<file path="config.mk">
export PLATFORM = sky130hd
export DESIGN_NAME = decred_spi_master
export DESIGN_NICKNAME = d
export VERILOG_FILES = /design/src/rtl/decred_spi_master.sv
export SDC_FILE = /design/constraint.sdc
export NUM_CORES = 1
export LEC_CHECK = 0
export ABC_AREA = 1
export BUFFER_PORTS_ARGS = -buffer_cell sky130_fd_sc_hd__buf_2
export CORE_MARGIN = 10
export CORE_UTILIZATION = 57
export DETAILED_ROUTE_END_ITERATION = 7
export GPL_TIMING_DRIVEN = 0
export PLACE_DENSITY = 0.77
export SYNTH_ARGS = -nofsm -noshare
export SYNTH_HDL_FRONTEND = slang
export SYNTH_SLANG_ARGS = --single-unit
</file>
<file path="constraint.sdc">
create_clock -name clk_i -period 2.25 [get_ports clk_i]
set_input_delay 0.225 -clock clk_i [delete_from_list [all_inputs] [get_ports clk_i]]
set_output_delay 0.225 -clock clk_i [all_outputs]
set_load 0.01 [all_outputs]
</file>
<file path="src/rtl/decred_spi_master.sv">
// SPI master for single-register read/write frames to a miner chip's SPI slave port.
// Frames are 16 bits, mode 0 (CPOL=0, CPHA=0), MSB first, one access per chip-select.
// Frame layout: bit15 = write flag, bits14..8 = address, bits7..0 = write data (0x00 on reads).
//
// Parameters:
//   ClkDiv       SCLK half-period in clk_i cycles (1..255)
// Ports:
//   clk_i        system clock, rising edge
//   rst_i        asynchronous active-high reset
//   cmd_valid_i  command request; cmd_ready_o high while idle
//   cmd_write_i  1 = register write, 0 = register read
//   cmd_addr_i   7-bit register address
//   cmd_wdata_i  write data, ignored for reads
//   rsp_valid_o  one-cycle pulse on the last cycle of a frame
//   rsp_rdata_o  last 8 bits sampled from MISO, held until the next frame ends
//   busy_o       high from command accept through rsp_valid_o
//   scsn_o       active-low chip select
//   sclk_o       SPI clock
//   mosi_o       serial data out
//   miso_i       serial data in, already synchronous to clk_i
module decred_spi_master #(
  parameter int unsigned ClkDiv = 2
) (
  input  logic       clk_i,
  input  logic       rst_i,
  input  logic       cmd_valid_i,
  output logic       cmd_ready_o,
  input  logic       cmd_write_i,
  input  logic [6:0] cmd_addr_i,
  input  logic [7:0] cmd_wdata_i,
  output logic       rsp_valid_o,
  output logic [7:0] rsp_rdata_o,
  output logic       busy_o,
  output logic       scsn_o,
  output logic       sclk_o,
  output logic       mosi_o,
  input  logic       miso_i
);

  localparam logic [7:0] PhaseLoad = 8'(ClkDiv - 1);

  typedef enum logic [2:0] {
    StIdle,
    StSetup,
    StHigh,
    StLow,
    StHold,
    StGap
  } state_e;

  state_e      state_q, state_d;
  logic [7:0]  phase_q, phase_d;
  logic [4:0]  bit_cnt_q, bit_cnt_d;
  logic [15:0] tx_q, tx_d;
  logic [7:0]  rx_q, rx_d;
  logic [7:0]  rdata_q, rdata_d;
  logic        phase_done;

  assign phase_done = (phase_q == 8'd0);

  always_ff @(posedge clk_i or posedge rst_i) begin
    if (rst_i) begin
      state_q   <= StIdle;
      phase_q   <= 8'd0;
      bit_cnt_q <= 5'd0;
      tx_q      <= 16'd0;
      rx_q      <= 8'd0;
      rdata_q   <= 8'd0;
    end else begin
      state_q   <= state_d;
      phase_q   <= phase_d;
      bit_cnt_q <= bit_cnt_d;
      tx_q      <= tx_d;
      rx_q      <= rx_d;
      rdata_q   <= rdata_d;
    end
  end

  always_comb begin
    state_d   = state_q;
    phase_d   = phase_q;
    bit_cnt_d = bit_cnt_q;
    tx_d      = tx_q;
    rx_d      = rx_q;
    rdata_d   = rdata_q;

    unique case (state_q)
      StIdle: begin
        if (cmd_valid_i) begin
          tx_d      = {cmd_write_i, cmd_addr_i, cmd_write_i ? cmd_wdata_i : 8'h00};
          phase_d   = PhaseLoad;
          bit_cnt_d = 5'd0;
          state_d   = StSetup;
        end
      end
      StSetup: begin
        if (phase_done) begin
          phase_d = PhaseLoad;
          state_d = StHigh;
        end else begin
          phase_d = phase_q - 8'd1;
        end
      end
      StHigh: begin
        if (phase_done) begin
          // Sample on the last high cycle, just before SCLK falls.
          rx_d      = {rx_q[6:0], miso_i};
          bit_cnt_d = bit_cnt_q + 5'd1;
          phase_d   = PhaseLoad;
          if (bit_cnt_q == 5'd15) begin
            state_d = StHold;
          end else begin
            // Advance MOSI together with the falling SCLK edge.
            tx_d    = {tx_q[14:0], 1'b0};
            state_d = StLow;
          end
        end else begin
          phase_d = phase_q - 8'd1;
        end
      end
      StLow: begin
        if (phase_done) begin
          phase_d = PhaseLoad;
          state_d = StHigh;
        end else begin
          phase_d = phase_q - 8'd1;
        end
      end
      StHold: begin
        if (phase_done) begin
          rdata_d = rx_q;
          phase_d = PhaseLoad;
          state_d = StGap;
        end else begin
          phase_d = phase_q - 8'd1;
        end
      end
      StGap: begin
        if (phase_done) begin
          phase_d   = 8'd0;
          bit_cnt_d = 5'd0;
          state_d   = StIdle;
        end else begin
          phase_d = phase_q - 8'd1;
        end
      end
      default: begin
        phase_d   = 8'd0;
        bit_cnt_d = 5'd0;
        state_d   = StIdle;
      end
    endcase
  end

  // Outputs decode straight from state so reset forces SCSN high / SCLK low at once.
  assign cmd_ready_o = (state_q == StIdle);
  assign busy_o      = (state_q != StIdle);
  assign scsn_o      = (state_q == StIdle) || (state_q == StGap);
  assign sclk_o      = (state_q == StHigh);
  assign mosi_o      = ((state_q == StIdle) || (state_q == StGap)) ? 1'b0 : tx_q[15];
  assign rsp_valid_o = (state_q == StGap) && phase_done;
  assign rsp_rdata_o = rdata_q;

endmodule

</file>
==> flow_summary_export.csv <==
group,metric,value,unit
run_status,status,"complete, no violations",
drt,firstDrtPassIters,5,
global_route,grt_overflow_total,0,
drt,vias_per_cell,5.115,
placement,dp_hpwl,3997,µm
timing,setup_violations,0,
clock_tree,cts_setup_buffers,0,
clock_tree,cts_resized,0,
drt,via_count,2143,
clock_tree,cts_buffers,5,
global_route,grt_first_pass_wirelength,9508,µm
timing,clock_skew,7.555,ps
floorplanning,ios,34,
yosys,synthCells,325,
setup_path,r2r_start,"bit_cnt_q[0]",
finish,area_growth,14.13,%
floorplanning,start_util,0.5899,
timing,fmax,0.4777,GHz
timing,finalSetupTns,0,ps
worst_hold_path,hold_path_class,"in -> reg",
timing,worst_pin_slew,483.4,ps
yosys,synth_flop_cell,"dfrtp_1",
floorplanning,num_rows,24,
yosys,avgSynthCellArea,7.904,µm²
drt,wl_per_cell,12.96,µm
yosys,synthArstFlopShare,1.000,
timing,fin_crit_sh,0.9304,
clock_tree,clk_pin_slew,80,ps
yosys,seq_area_frac_synth,0.4676,
yosys,synth_warnings,0,
setup_path,cp_max_fo,10,
setup_path,cp-start-kind,"flip-flop",
yosys,synth_nets,349,
clock_tree,clkSinkCount,48,
setup_path,critPathMaxStageDelay,500,ps
setup_path,critPathBufInv,1,
floorplanning,core,4354,µm²
global_route,grt_max_degree,41,
floorplanning,die_w,87.13,µm
worst_hold_path,min-delay-start,"miso_i",
floorplanning,die_y,87.13,µm
yosys,synth_area_leaders,"dfrtp_1, nand2_1, nand3_1, inv_1, nor2_1",
drt,ant_nets,0,
timing,slew_headroom,0.6767,
clock_tree,root_buffer,"clkbuf_8",
global_route,globalRouteTotalUtil,0.1531,
clock_tree,cts_tree,"done",
yosys,synthTopCellsByCount,"nand2_1, dfrtp_1, nand3_1, inv_1, nor2_1",
global_route,grt_antenna_before_repair,0,
finish,finalNetCount,390,
flow_run,maxCapViolCount,0,
clock_tree,ctsHtreeMaxLevel,2,
setup_path,critPathKind,"reg -> reg",
clock_tree,clock_path_buffers,2,
finish,antenna_cells,0,
placement,portBuffers,32,
yosys,synth_top_area_cell,"dfrtp_1",
yosys,synth_edf_count,0,
setup_path,startpoint,"bit_cnt_q[0]",
placement,gp_congestion,0.7751,
yosys,synth-seq-cells,48,
drt,drcViolationCount,0,
floorplanning,die_area,7592,µm²
clock_tree,clk_latency,310,ps
power_and_ir_drop,p_leak,1.608,nW
finish,utilization,0.6733,
global_route,first_global_vias,2084,
setup_path,slowest_stage,"a211oi_4",
setup_path,cp.required,2490,ps
setup_path,crit_path_end_kind,"flip-flop",
power_and_ir_drop,peakVddDrop,0.3856,mV
timing,slew_viol_final,0,
yosys,netlist.area_leader.share,0.4676,
finish,layout-drive-gt1-share,0.2125,
yosys,synth_area,2569,µm²
timing,hold_viol_final,0,
setup_path,crit_family,"compound AO/OA/AOI/OAI gates",
yosys,synthDistinctLibCells,30,
timing,finalCriticalPeriod,2093,ps
power_and_ir_drop,powerDensity,523.4,nW/µm²
yosys,synthMostInstantiatedCell,"nand2_1",
drt,drt_wl_total,5430,µm
timing,rsz0062_at_grt,"false",
drt,drtIter0Drc,129,
setup_path,path_cells,"ha_1, nand2_1, nor2_1, ha_1, a211oi_4, buf_2, nand3_1, nand2_1",
setup_path,cp.arrival,2340,ps
state kept, by name (all words and copies together) (netlist names):
signal	count
phase_q	8
tx_q	16
bit_cnt_q	5
rx_q	8
state_q	3
rsp_rdata_o	8
report_power, final:
group	leakage (nW)	total, mW	switching, mW	internal (mW)
combinational	0.905	0.0562	0.0320	0.0242
clock	0.0552	0.615	0.285	0.330
sequential	0.648	0.863	0.000187	0.863
total	1.61	1.53	0.318	1.22
worst paths after layout:
| check | to | slack [ps] | cells after the start |
|---|---|---|---|
| setup / recovery | tx_q[2] | 160 | 8 |
| hold / removal | rx_q[0] | 170 | 3 |
| setup reg to reg | tx_q[2] | 160 | 8 |
| hold reg to reg | tx_q[9] | 480 | 2 |
| max in group asynchronous | rsp_rdata_o[5] | 1400 | 4 |
| min in group asynchronous | tx_q[9] | 390 | 3 |
area by class of cell:
type                    instances  area, µm²
plain buffers                  11      96.34
clock buffers                   6      72.57
clock inverters                 2      35.03
fillers                       364       1423
inverters                      30      115.1
multi-input cells             236       1156
flip-flops and latches         48       1201
well taps                      52      65.06
repair buffers                 34      190.2
what timing repair did:
item	in CTS	in global routing
hold buffers	1	0
endpoints found under the hold margin	8	0
endpoints found under the setup margin	0	0
cell usage in the layout, fill, tap and decap left out, drive strengths merged:
master / synthesis / final
a211oi: 1 / 1
a21oi: 2 / 2
buf: 10 / 43
bufinv: 0 / 1
clkbuf: 1 / 7
clkinv: 0 / 1
dfrtp: 48 / 48
dlygate4sd3: 0 / 1
ha: 4 / 4
inv: 30 / 30
nand2: 130 / 130
nand3: 37 / 37
nand3b: 2 / 2
nand4: 2 / 2
nor2: 29 / 29
nor3: 2 / 2
nor3b: 1 / 1
o21a: 1 / 1
o21ai: 19 / 19
o22ai: 1 / 1
xor2: 5 / 5
cell families after synthesis:
family,Yosys count,synth area share
AOI/OAI and AO/OA,24,0.05553
xor gates and xnor gates,5,0.01705
adders and majority gates,4,0.01948
buffers and inverters,41,0.08231
DFF,48,0.4676
and+or+nand+nor,203,0.3580
worst register-to-register path, cell delays in order, from the launching register on:
cell,delay (ps)
dfrtp_1,420
ha_1,220
nand2_1,100
nor2_1,50
ha_1,240
a211oi_4,500
buf_2,310
nand3_1,110
nand2_1,80
routing by layer:
metal	vias up	wire, µm	track usage	part of all wire
met4	0	73	0.06377	0.013
met2	45	2650	0.2412	0.49
li1	1103	-	-	-
met1	989	2443	0.1978	0.45
met3	6	263	0.03371	0.048
met5	-	0	0	0
per-stage QoR:
step,hold slack [ps],cell area [µm²],setup WS (ps),power [mW],std cells
floorplan,376.9,2569,447.3,0.9093,325
global placement,453.7,2794,231.2,0.9312,409
detailed placement,169.4,2814,188.0,0.9366,410
CTS,157.7,2932,161.9,1.556,419
global route,174.8,2932,43.17,1.592,419
finish,171.4,2932,156.5,1.534,419
No activity file was read; power rests on OpenSTA's default activity.
